===== src/rtl/move_player_if.sv =====
// Command/status bundle between a sequence host and move_player.
// The host side also returns the stepper's move_done completion pulse.
interface move_player_if;
   logic         load;
   logic [199:0] seq;
   logic         reverse;
   logic         pause;
   logic [3:0]   next_move;
   logic         start_move;
   logic         move_done;
   logic         busy;
   logic         done;
   logic [7:0]   num_moves;
   logic [7:0]   curr_step;
   logic         bad_move;

   modport master (
      output load, seq, reverse, pause, move_done,
      input  next_move, start_move, busy, done, num_moves, curr_step, bad_move
   );

   modport slave (
      input  load, seq, reverse, pause, move_done,
      output next_move, start_move, busy, done, num_moves, curr_step, bad_move
   );
endinterface


===== src/rtl/move_player.sv =====
// Plays a packed 50-nibble cube move sequence (forward or inverted) to a stepper,
// one move at a time with a settle gap; all outputs are registered.
module move_player #(
   parameter int unsigned SETTLE_CYCLES = 250000
) (
   input logic         clock,
   input logic         reset,
   move_player_if.slave io
);

   localparam int CW = (SETTLE_CYCLES > 1) ? $clog2(SETTLE_CYCLES) : 1;
   localparam logic [CW-1:0] CNT_LAST = CW'(SETTLE_CYCLES - 1);

   typedef enum logic [2:0] {
      ST_IDLE, ST_SCAN, ST_ISSUE, ST_WAIT, ST_SETTLE, ST_DONE
   } state_t;

   state_t         state_q, state_d;
   logic [199:0]   seq_q, seq_d;
   logic           rev_q, rev_d;
   logic [5:0]     idx_q, idx_d;
   logic [CW-1:0]  cnt_q, cnt_d;
   logic [3:0]     next_move_q, next_move_d;
   logic           start_move_q, start_move_d;
   logic           busy_q, busy_d;
   logic           done_q, done_d;
   logic [7:0]     num_q, num_d;
   logic [7:0]     step_q, step_d;
   logic           bad_q, bad_d;

   logic [3:0]     nib;
   logic           nib_bad;
   logic [5:0]     idx_step;
   logic [7:0]     step_inc;

   // idx_q is the scan index in SCAN and the playback pointer afterwards
   assign nib      = 4'(seq_q >> {idx_q, 2'b00});
   assign nib_bad  = (nib == 4'd1) || (nib >= 4'd14);
   assign idx_step = rev_q ? (idx_q + 6'd1) : (idx_q - 6'd1);
   assign step_inc = step_q + 8'd1;

   always_comb begin
      state_d      = state_q;
      seq_d        = seq_q;
      rev_d        = rev_q;
      idx_d        = idx_q;
      cnt_d        = cnt_q;
      next_move_d  = next_move_q;
      start_move_d = 1'b0;
      busy_d       = busy_q;
      done_d       = done_q;
      num_d        = num_q;
      step_d       = step_q;
      bad_d        = bad_q;

      case (state_q)
         ST_IDLE, ST_DONE: begin
            if (io.load) begin
               seq_d   = io.seq;
               rev_d   = io.reverse;
               step_d  = 8'd0;
               num_d   = 8'd0;
               done_d  = 1'b0;
               bad_d   = 1'b0;
               busy_d  = 1'b1;
               idx_d   = 6'd49;
               state_d = ST_SCAN;
            end
         end
         ST_SCAN: begin
            if (nib != 4'd0) begin
               num_d   = {2'b00, idx_q} + 8'd1;
               idx_d   = rev_q ? 6'd0 : idx_q;
               state_d = ST_ISSUE;
            end else if (idx_q == 6'd0) begin
               num_d   = 8'd0;
               busy_d  = 1'b0;
               done_d  = 1'b1;
               state_d = ST_DONE;
            end else begin
               idx_d = idx_q - 6'd1;
            end
         end
         ST_ISSUE: begin
            if (!io.pause) begin
               if (nib == 4'd0 || nib_bad) begin
                  bad_d  = bad_q | nib_bad;
                  step_d = step_inc;
                  idx_d  = idx_step;
                  if (step_inc >= num_q) begin
                     busy_d  = 1'b0;
                     done_d  = 1'b1;
                     state_d = ST_DONE;
                  end
               end else begin
                  // inverse of a move is the paired code differing in the LSB
                  next_move_d  = nib ^ {3'b000, rev_q};
                  start_move_d = 1'b1;
                  state_d      = ST_WAIT;
               end
            end
         end
         ST_WAIT: begin
            if (io.move_done) begin
               step_d  = step_inc;
               idx_d   = idx_step;
               cnt_d   = '0;
               state_d = ST_SETTLE;
            end
         end
         ST_SETTLE: begin
            if (cnt_q == CNT_LAST) begin
               cnt_d = '0;
               if (step_q < num_q) begin
                  state_d = ST_ISSUE;
               end else begin
                  busy_d  = 1'b0;
                  done_d  = 1'b1;
                  state_d = ST_DONE;
               end
            end else begin
               cnt_d = cnt_q + CW'(1);
            end
         end
         default: state_d = ST_IDLE;
      endcase
   end

   always_ff @(posedge clock) begin
      if (reset) begin
         state_q      <= ST_IDLE;
         seq_q        <= '0;
         rev_q        <= 1'b0;
         idx_q        <= '0;
         cnt_q        <= '0;
         next_move_q  <= 4'd0;
         start_move_q <= 1'b0;
         busy_q       <= 1'b0;
         done_q       <= 1'b0;
         num_q        <= 8'd0;
         step_q       <= 8'd0;
         bad_q        <= 1'b0;
      end else begin
         state_q      <= state_d;
         seq_q        <= seq_d;
         rev_q        <= rev_d;
         idx_q        <= idx_d;
         cnt_q        <= cnt_d;
         next_move_q  <= next_move_d;
         start_move_q <= start_move_d;
         busy_q       <= busy_d;
         done_q       <= done_d;
         num_q        <= num_d;
         step_q       <= step_d;
         bad_q        <= bad_d;
      end
   end

   assign io.next_move  = next_move_q;
   assign io.start_move = start_move_q;
   assign io.busy       = busy_q;
   assign io.done       = done_q;
   assign io.num_moves  = num_q;
   assign io.curr_step  = step_q;
   assign io.bad_move   = bad_q;

endmodule

===== src/flat_wrapper.sv =====
// flat-port wrapper written by rule: the top's interface ports become plain ports
module move_player_flat 
#(
   parameter int unsigned SETTLE_CYCLES = 250000
)
  (clock, reset, io_load, io_seq, io_reverse, io_pause, io_move_done, io_next_move, io_start_move, io_busy, io_done, io_num_moves, io_curr_step, io_bad_move);
  move_player_if io_i ();
  input logic clock;
  input logic reset;
  input wire logic [$bits(io_i.load)-1:0] io_load;
  input wire logic [$bits(io_i.seq)-1:0] io_seq;
  input wire logic [$bits(io_i.reverse)-1:0] io_reverse;
  input wire logic [$bits(io_i.pause)-1:0] io_pause;
  input wire logic [$bits(io_i.move_done)-1:0] io_move_done;
  output wire logic [$bits(io_i.next_move)-1:0] io_next_move;
  output wire logic [$bits(io_i.start_move)-1:0] io_start_move;
  output wire logic [$bits(io_i.busy)-1:0] io_busy;
  output wire logic [$bits(io_i.done)-1:0] io_done;
  output wire logic [$bits(io_i.num_moves)-1:0] io_num_moves;
  output wire logic [$bits(io_i.curr_step)-1:0] io_curr_step;
  output wire logic [$bits(io_i.bad_move)-1:0] io_bad_move;
  assign io_i.load = io_load;
  assign io_i.seq = io_seq;
  assign io_i.reverse = io_reverse;
  assign io_i.pause = io_pause;
  assign io_i.move_done = io_move_done;
  assign io_next_move = io_i.next_move;
  assign io_start_move = io_i.start_move;
  assign io_busy = io_i.busy;
  assign io_done = io_i.done;
  assign io_num_moves = io_i.num_moves;
  assign io_curr_step = io_i.curr_step;
  assign io_bad_move = io_i.bad_move;
  move_player #(.SETTLE_CYCLES(SETTLE_CYCLES)) u_core (.clock(clock), .reset(reset), .io(io_i));
endmodule

===== config.mk =====
export PLATFORM = sky130hd
export DESIGN_NAME = move_player_flat
export DESIGN_NICKNAME = d
export VERILOG_FILES = /design/src/rtl/move_player_if.sv /design/src/rtl/move_player.sv /design/src/flat_wrapper.sv
export SDC_FILE = /design/constraint.sdc
export NUM_CORES = 1
export LEC_CHECK = 0
export ABC_AREA = 1
export ABC_CLOCK_PERIOD_IN_PS = 4000
export CAP_MARGIN = 0
export CORE_MARGIN = 2
export CORE_UTILIZATION = 23
export CTS_BUF_LIST = sky130_fd_sc_hd__clkbuf_8 sky130_fd_sc_hd__clkbuf_16
export CTS_CLUSTER_SIZE = 12
export DETAILED_ROUTE_END_ITERATION = 16
export GPL_TIMING_DRIVEN = 0
export MAX_ROUTING_LAYER = met4
export SLEW_MARGIN = 20
export SYNTH_ARGS = -nofsm -noshare
export SYNTH_HDL_FRONTEND = slang
export SYNTH_SLANG_ARGS = --single-unit

===== constraint.sdc =====
create_clock -name clock -period 4 [get_ports clock]
set_clock_uncertainty 0.05 [all_clocks]
set_input_delay 0.4 -clock clock [delete_from_list [all_inputs] [get_ports clock]]
set_output_delay 0.4 -clock clock [all_outputs]
set_load 0.1 [all_outputs]

## After elaboration in Yosys (flattened, before gate mapping)

Index checks and enable logic that the tools add are counted.

- Register bits after elaboration: 252
- Output and inout port bits: 24
- Word-level logic and storage cells: 121

- $add $sub $neg: 5
- Order comparisons: 3
- Eq/ne operators: 20
- Shifts and indexed selects: 1
- Multiplexer cells: 52
- Bitwise gates (word level): 5
- Reduce and logical (&&, ||, !) cells: 23

Operator list:

| kind | count |
|---|---|
| 200-bit by 8-bit right shift with 4-bit output | 1 |
| 6-bit two-way mux | 8 |
| 8-bit two-way mux | 6 |
| 18-bit two-way mux | 2 |
| 18-bit one-hot mux with 2 select lines | 1 |
| 3-bit two-way mux | 9 |
| 6-bit one-hot mux with 4 select lines | 1 |
| 8-bit one-hot mux with 3 select lines | 1 |
| 1-bit two-way mux | 19 |
| 18-bit by 1-bit adder with 18-bit output (second input constant) | 1 |
| 18-bit equality test (second input constant) | 1 |
| 8-bit one-hot mux with 2 select lines | 1 |
| 3-bit one-hot mux with 5 select lines | 1 |
| 4-bit nonzero test | 3 |
| 2-bit inequality test (second input constant) | 5 |
| 9-bit AND reduction | 1 |
| 8-bit by 1-bit adder with 8-bit output (second input constant) | 1 |
| 8-bit >= comparator | 1 |
| 8-bit less-than comparator | 1 |
| 2-bit by 1-bit inequality test with 1-bit output (second input constant) | 4 |
| 1-bit one-hot mux with 4 select lines | 2 |
| 6-bit by 1-bit adder with 7-bit output (second input constant) | 1 |
| 7-bit AND reduction | 1 |
| 6-bit by 1-bit adder with 6-bit output (second input constant) | 1 |
| other kinds (26) | 36 |

## Depth between registers and ports, before layout

- Depth in word-level cells: 7
- Gate-level depth with buffers: 23
- Depth with buffers taken out: 22

## Worst setup path before layout

Ideal clock, no wire load.

- Kind: reg-to-reg
- Start: register u_core.step_q[0] (netlist: u_core.io.curr_step[0])
- End: register u_core.state_q[2]
- Setup time: 0.132 ns
- Arrival: 2.819 ns
- Data required time: 3.818 ns
- Slack: 0.999 ns
- Stages on the path, launching flop included: 15
- Clock period less this slack: 3.001 ns
- Cells stage by stage: dfxtp_1 ha_1 nand2_1 nor3_1 xor2_1 ha_1 and2_1 nand4_1 nand4_1 inv_1 nand2_1 nand2_1 inv_1 nand2_1 a21oi_1

- Cells in the longest elaborated chain, start to end: 4
- Elaborated cells on any way between the ends: 8
- Those cells by class: 1 x add/sub; 2 x order compare; 1 x eq/ne; 3 x mux; 1 x reduce/logical

Ends and longest elaborated chain:

| element | RTL line | source |
|---|---|---|
| start: declaration | move_player.sv:28 | `logic [7:0] step_q, step_d;` |
| start signal: assignment | move_player.sv:154 | `step_q <= step_d;` |
| 8-bit by 1-bit adder with 8-bit output or 8-bit less-than comparator (tied branches) | move_player.sv:40, move_player.sv:114 |  |
| 8-bit >= comparator or 3-bit two-way mux (tied branches) | move_player.sv:90, move_player.sv:114 |  |
| 3-bit inequality test (no line) or 3-bit two-way mux (tied branches) | - |  |
| 6-bit AND reduction (no line) or 3-bit one-hot mux with 5 select lines (tied branches) | - |  |
| end signal: assignment | move_player.sv:144 | `state_q <= state_d;` |
| end: declaration | move_player.sv:18 | `state_t state_q, state_d;` |

Several ways; a longest one is shown, not always the timed one. The select of a mux whose other input is x is not followed.
A chain may end at the register's enable or synchronous reset.

## Final worst setup path

- Start: register u_core.idx_q[1]
- End: register u_core.num_q[5] (netlist: u_core.io.num_moves[5])

- Cells in the longest elaborated chain, start to end: 4
- Elaborated cells on any way between the ends: 8
- Those cells by class: 1 x add/sub; 1 x eq/ne; 1 x shift; 2 x mux; 3 x reduce/logical

Ends and longest elaborated chain:

| element | RTL line | source |
|---|---|---|
| start: declaration | move_player.sv:21 | `logic [5:0] idx_q, idx_d;` |
| start signal: assignment | move_player.sv:147 | `idx_q <= idx_d;` |
| 200-bit by 8-bit right shift with 4-bit output | move_player.sv:37 | `assign nib = 4'(seq_q >> {idx_q, 2'b00});` |
| 4-bit nonzero test | move_player.sv:71 | `if (nib != 4'd0) begin` |
| 3-bit by 1-bit inequality test with 1-bit output (no line) or 8-bit two-way mux (tied branches) | - |  |
| 3-bit AND reduction (no line) or 8-bit one-hot mux with 2 select lines (tied branches) | - |  |
| end signal: assignment | move_player.sv:153 | `num_q <= num_d;` |
| end: declaration | move_player.sv:27 | `logic [7:0] num_q, num_d;` |

Several ways; a longest one is shown, not always the timed one.

==> key figures <==
Run status
  – Status: completed

Worst setup path
  – Crit. Startpoint: u_core.idx_q[1]
  – Critical path start-end classification: reg -> reg
  – Largest driver fanout on the critical path: 10
  – Type of destination of the critical path: flop
  – Worst Setup Start Kind: flop
  – Endpoint of the worst setup timing path: u_core.io.num_moves[5]
  – Worst reg2reg path startpoint: u_core.idx_q[1]
  – Setup slack, reg-to-reg: roughly 0.42 ns
  – FF-to-FF path depth: 17
  – Reg2Reg Capture Point: u_core.io.num_moves[5]
  – Critical Path RT: 4.38 ns
  – Critical path arrival: slightly below 4 ns

Detailed routing
  – Detailed router's first-iteration violation count: 1070
  – DR WL met2: 21700 um
  – Top routing layer in use: met4
  – Vias per inst: ~4.6
  – Antenna violation net count after detailed routing: 0
  – Detailed-route wire length per cell: approximately 18 um
  – Via total after detailed routing: approximately 13000
  – Pre-Repair DR Iteration Count: 5
  – Post-route met1 wirelength: 23900 um
  – Post-detailed-routing wire length: 50100 um
  – Routed wl met3: 3100 um
  – Post-route DRC violation count: 0

Logic synthesis
  – Commonest cells in the synthesized netlist: sky130_fd_sc_hd__nand2_1, sky130_fd_sc_hd__nor2_1, sky130_fd_sc_hd__dfxtp_1
  – Syn Nets: 2108
  – Area share of the largest cell type after synthesis: roughly 40%
  – Post-synthesis average cell area: about 6.6 um^2
  – Share of synthesized area occupied by flip-flops and latches: approximately 41%
  – Ys async rst share: 0%
  – Number of enable flip-flop cells after synthesis: 0
  – Prevailing post-synth register cell: sky130_fd_sc_hd__dfxtp_1
  – Distinct cell type count after synthesis: 35
  – Leading post-synthesis cells by cell area: sky130_fd_sc_hd__dfxtp_1, sky130_fd_sc_hd__nand2_1, sky130_fd_sc_hd__nor2_1
  – Dominant cell type by area after synthesis: sky130_fd_sc_hd__dfxtp_1
  – Count of mapped cells out of synthesis: 1883
  – Synthesis-stage register bit count: roughly 250
  – Total of warnings raised by yosys: 0
  – Most common cell in the netlist: sky130_fd_sc_hd__nand2_1
  – Combined area of all synthesized cells: ~12000 um^2

STA
  – Final setup TNS: 0 ns
  – Final count of negative-setup-slack endpoints: 0
  – Final max-slew violation count: 0
  – Setup WS post-layout: around 0.42 ns
  – Max transition margin: 25.8%
  – Max Clk Rate: around 0.28 GHz
  – Final cycle utilization of the critical path: between 80% and 90%
  – Actual slew at the worst max-slew pin: 1.11 ns
  – Total count of hold-check failures in the final report: 0
  – Clock period minus final worst setup slack: 3.58 ns
  – Hold slack: between 0.4 and 0.5 ns
  – Unrepaired setup endpoints after global routing: no

Clock network
  – Library cell used as clock root buffer: sky130_fd_sc_hd__clkbuf_16
  – CTS max path bufs: 3
  – CTS Hold Bufs: 0
  – Clock tree sinks: approximately 250
  – Total CTS buffers: 29
  – Clock latency of the later-clocked register in the worst-skew pair: between 0.5 and 0.6 ns
  – Clock tree from TritonCTS: yes
  – Number of setup buffers added after CTS: 0
  – # resized after CTS: 0
  – Clock slew at reported path FFs: around 0.06 ns
  – Max H-tree Level: 1

Run
  – Max-capacitance violation count: 0

Power
  – Total power per unit cell area: between 700 and 800 nW/um^2
  – Pint: between 6 and 7 mW
  – Static leakage: roughly 6.8 nW
  – Peak supply drop: about 0.47 mV
  – Net Sw Frac: between 40% and 50%
  – Overall power after layout: roughly 12 mW
  – Combinational group share of total power: approximately half
  – Flop pwr share: between 30 and 40%
  – Reported net switching power: ~5.6 mW
  – Clock power share: 21.5%

Layout
  – Filler cells: about 5700
  – Share of final-layout standard cells stronger than drive strength 1: between 4 and 5%
  – Post-Route Utilization: just over 30%
  – Area grow syn2layout: 33.2%
  – Net total in the final layout: between 2000 and 2500

GRT
  – Number of global-route vias before repair: 12600
  – Maximum number of pins on one net before global-route repair: 16
  – Initial antenna violation count: 2
  – Total Routing Usage GR: 17.9%
  – Total grt overflow: 0
  – Wire length of the first global-routing pass: approximately 74000 um

Floorplan
  – Height of the die: 236 um
  – Die area: ~56000 um^2
  – Total I/O pin count: 230
  – Die X: around 240 um
  – Site row count: 84
  – Starting Density: between 20% and 30%
  – Total core area: around 53000 um^2

Placed design
  – Global placer's final weighted congestion: 0.905
  – Placement Setup Slack: between 0.5 and 0.6 ns
  – HPWL reported at the end of detailed placement: 38900 um
  – Total of buffers placed on input and output ports: 228

Hold path
  – Number of cells traversed by the worst hold path: 2
  – Path type of the worst min-delay path: reg -> reg
==> worst min-delay path by stage <==
stage               slack, ns                 to              start
global placement         0.39   u_core.seq_q[94]   u_core.seq_q[94]
floorplan                0.37   u_core.seq_q[29]   u_core.seq_q[29]
detailed placement       0.39   u_core.seq_q[94]   u_core.seq_q[94]
global route             0.42   u_core.seq_q[10]         io_seq[10]
CTS                      0.40   u_core.seq_q[41]         io_seq[41]
finish                   0.40  u_core.seq_q[186]  u_core.seq_q[186]
==> logic make-up after synthesis <==
family / Yosys count / share of synthesized area, %
AO/OA/AOI/OAI: 422 / 17.5
other: 1 / 0.0304
adder cells (fa/ha/maj): 19 / 1.93
buffers and inverters: 327 / 10.8
XOR/XNOR: 16 / 1.14
flip-flops: 251 / 40.7
AND/OR/NAND/NOR: 847 / 27.9
==> power by group through the flow <==
stage                     sequential (mW)  clock (mW)  combinational [mW]
final                                3.71        2.63                5.92
after global routing                 3.78        2.79                6.57
after CTS                            3.70        2.68                5.86
after detailed placement             3.75           0                5.84
after global placement               3.73           0                5.78
after floorplan                      3.90           0                3.74
==> layout make-up <==
class	instances	area (um^2)	area share [%]
inverters	208	781	4.75
clock inverters	16	129	0.784
clock buffers	36	822	5.00
flip-flops and latches	251	5020	30.6
multi-input cells	1305	5990	36.4
well taps	688	861	5.24
repair buffers	228	2280	13.9
plain buffers	119	547	3.33
diodes	1	2.50	0.0152
==> routing by layer <==
| metal | vias up | GRT usage, % |
|---|---|---|
| li1 | 6524 | - |
| met1 | 6042 | 24.5 |
| met2 | 492 | 27.5 |
| met3 | 80 | 2.35 |
| met4 | 0 | 5.19 |
| met5 | - | - |
==> registers in the layout, summed over array words and instances (netlist names) <==
signal                count
u_core.seq_q            200
u_core.cnt_q             18
u_core.io.curr_step       8
u_core.io.num_moves       7
u_core.idx_q              6
u_core.io.next_move       4
u_core.state_q            3
u_core.io.bad_move        1
u_core.io.busy            1
u_core.io.done            1
u_core.io.start_move      1
u_core.rev_q              1
==> metrics by stage <==
stage	cell area [um^2]	cells
2_1_floorplan	12300	1883
3_3_place_gp	15500	2799
3_5_place_dp	15500	2799
4_1_cts	16400	2851
5_1_grt	16400	2852
6_report	16400	2852
==> cells in the final DEF, fill, tap and decap left out, drive strengths merged, types with 4 or more instances in the layout <==
cell,instances
nand4,18
a221oi,6
nand2,365
dfxtp,251
nor3,9
o21ai,247
a211oi,4
inv,212
nor2,346
o211ai,4
clkbuf,115
buf,40
nand3,103
a21oi,159
clkdlybuf4s50,228
ha,19
xor2,14
clkinv,9
==> worst max-delay path, cell delays in order, from the launching register on <==
cell	delay (ns)
sky130_fd_sc_hd__dfxtp_1	0.40
sky130_fd_sc_hd__buf_2	0.20
sky130_fd_sc_hd__clkbuf_1	0.56
sky130_fd_sc_hd__nand3_1	0.21
sky130_fd_sc_hd__nand2_1	0.13
sky130_fd_sc_hd__nand2_1	0.06
sky130_fd_sc_hd__nand2_1	0.08
sky130_fd_sc_hd__clkinv_1	0.09
sky130_fd_sc_hd__nand2_1	0.10
sky130_fd_sc_hd__nand2_1	0.06
sky130_fd_sc_hd__nand2_1	0.06
sky130_fd_sc_hd__nand2_1	0.06
sky130_fd_sc_hd__nand2_2	0.12
sky130_fd_sc_hd__nor2_4	0.07
sky130_fd_sc_hd__nand3_1	0.10
sky130_fd_sc_hd__nand4_1	0.43
sky130_fd_sc_hd__o21ai_0	0.58
sky130_fd_sc_hd__a21oi_1	0.08
(Power assumes the default switching activity.)
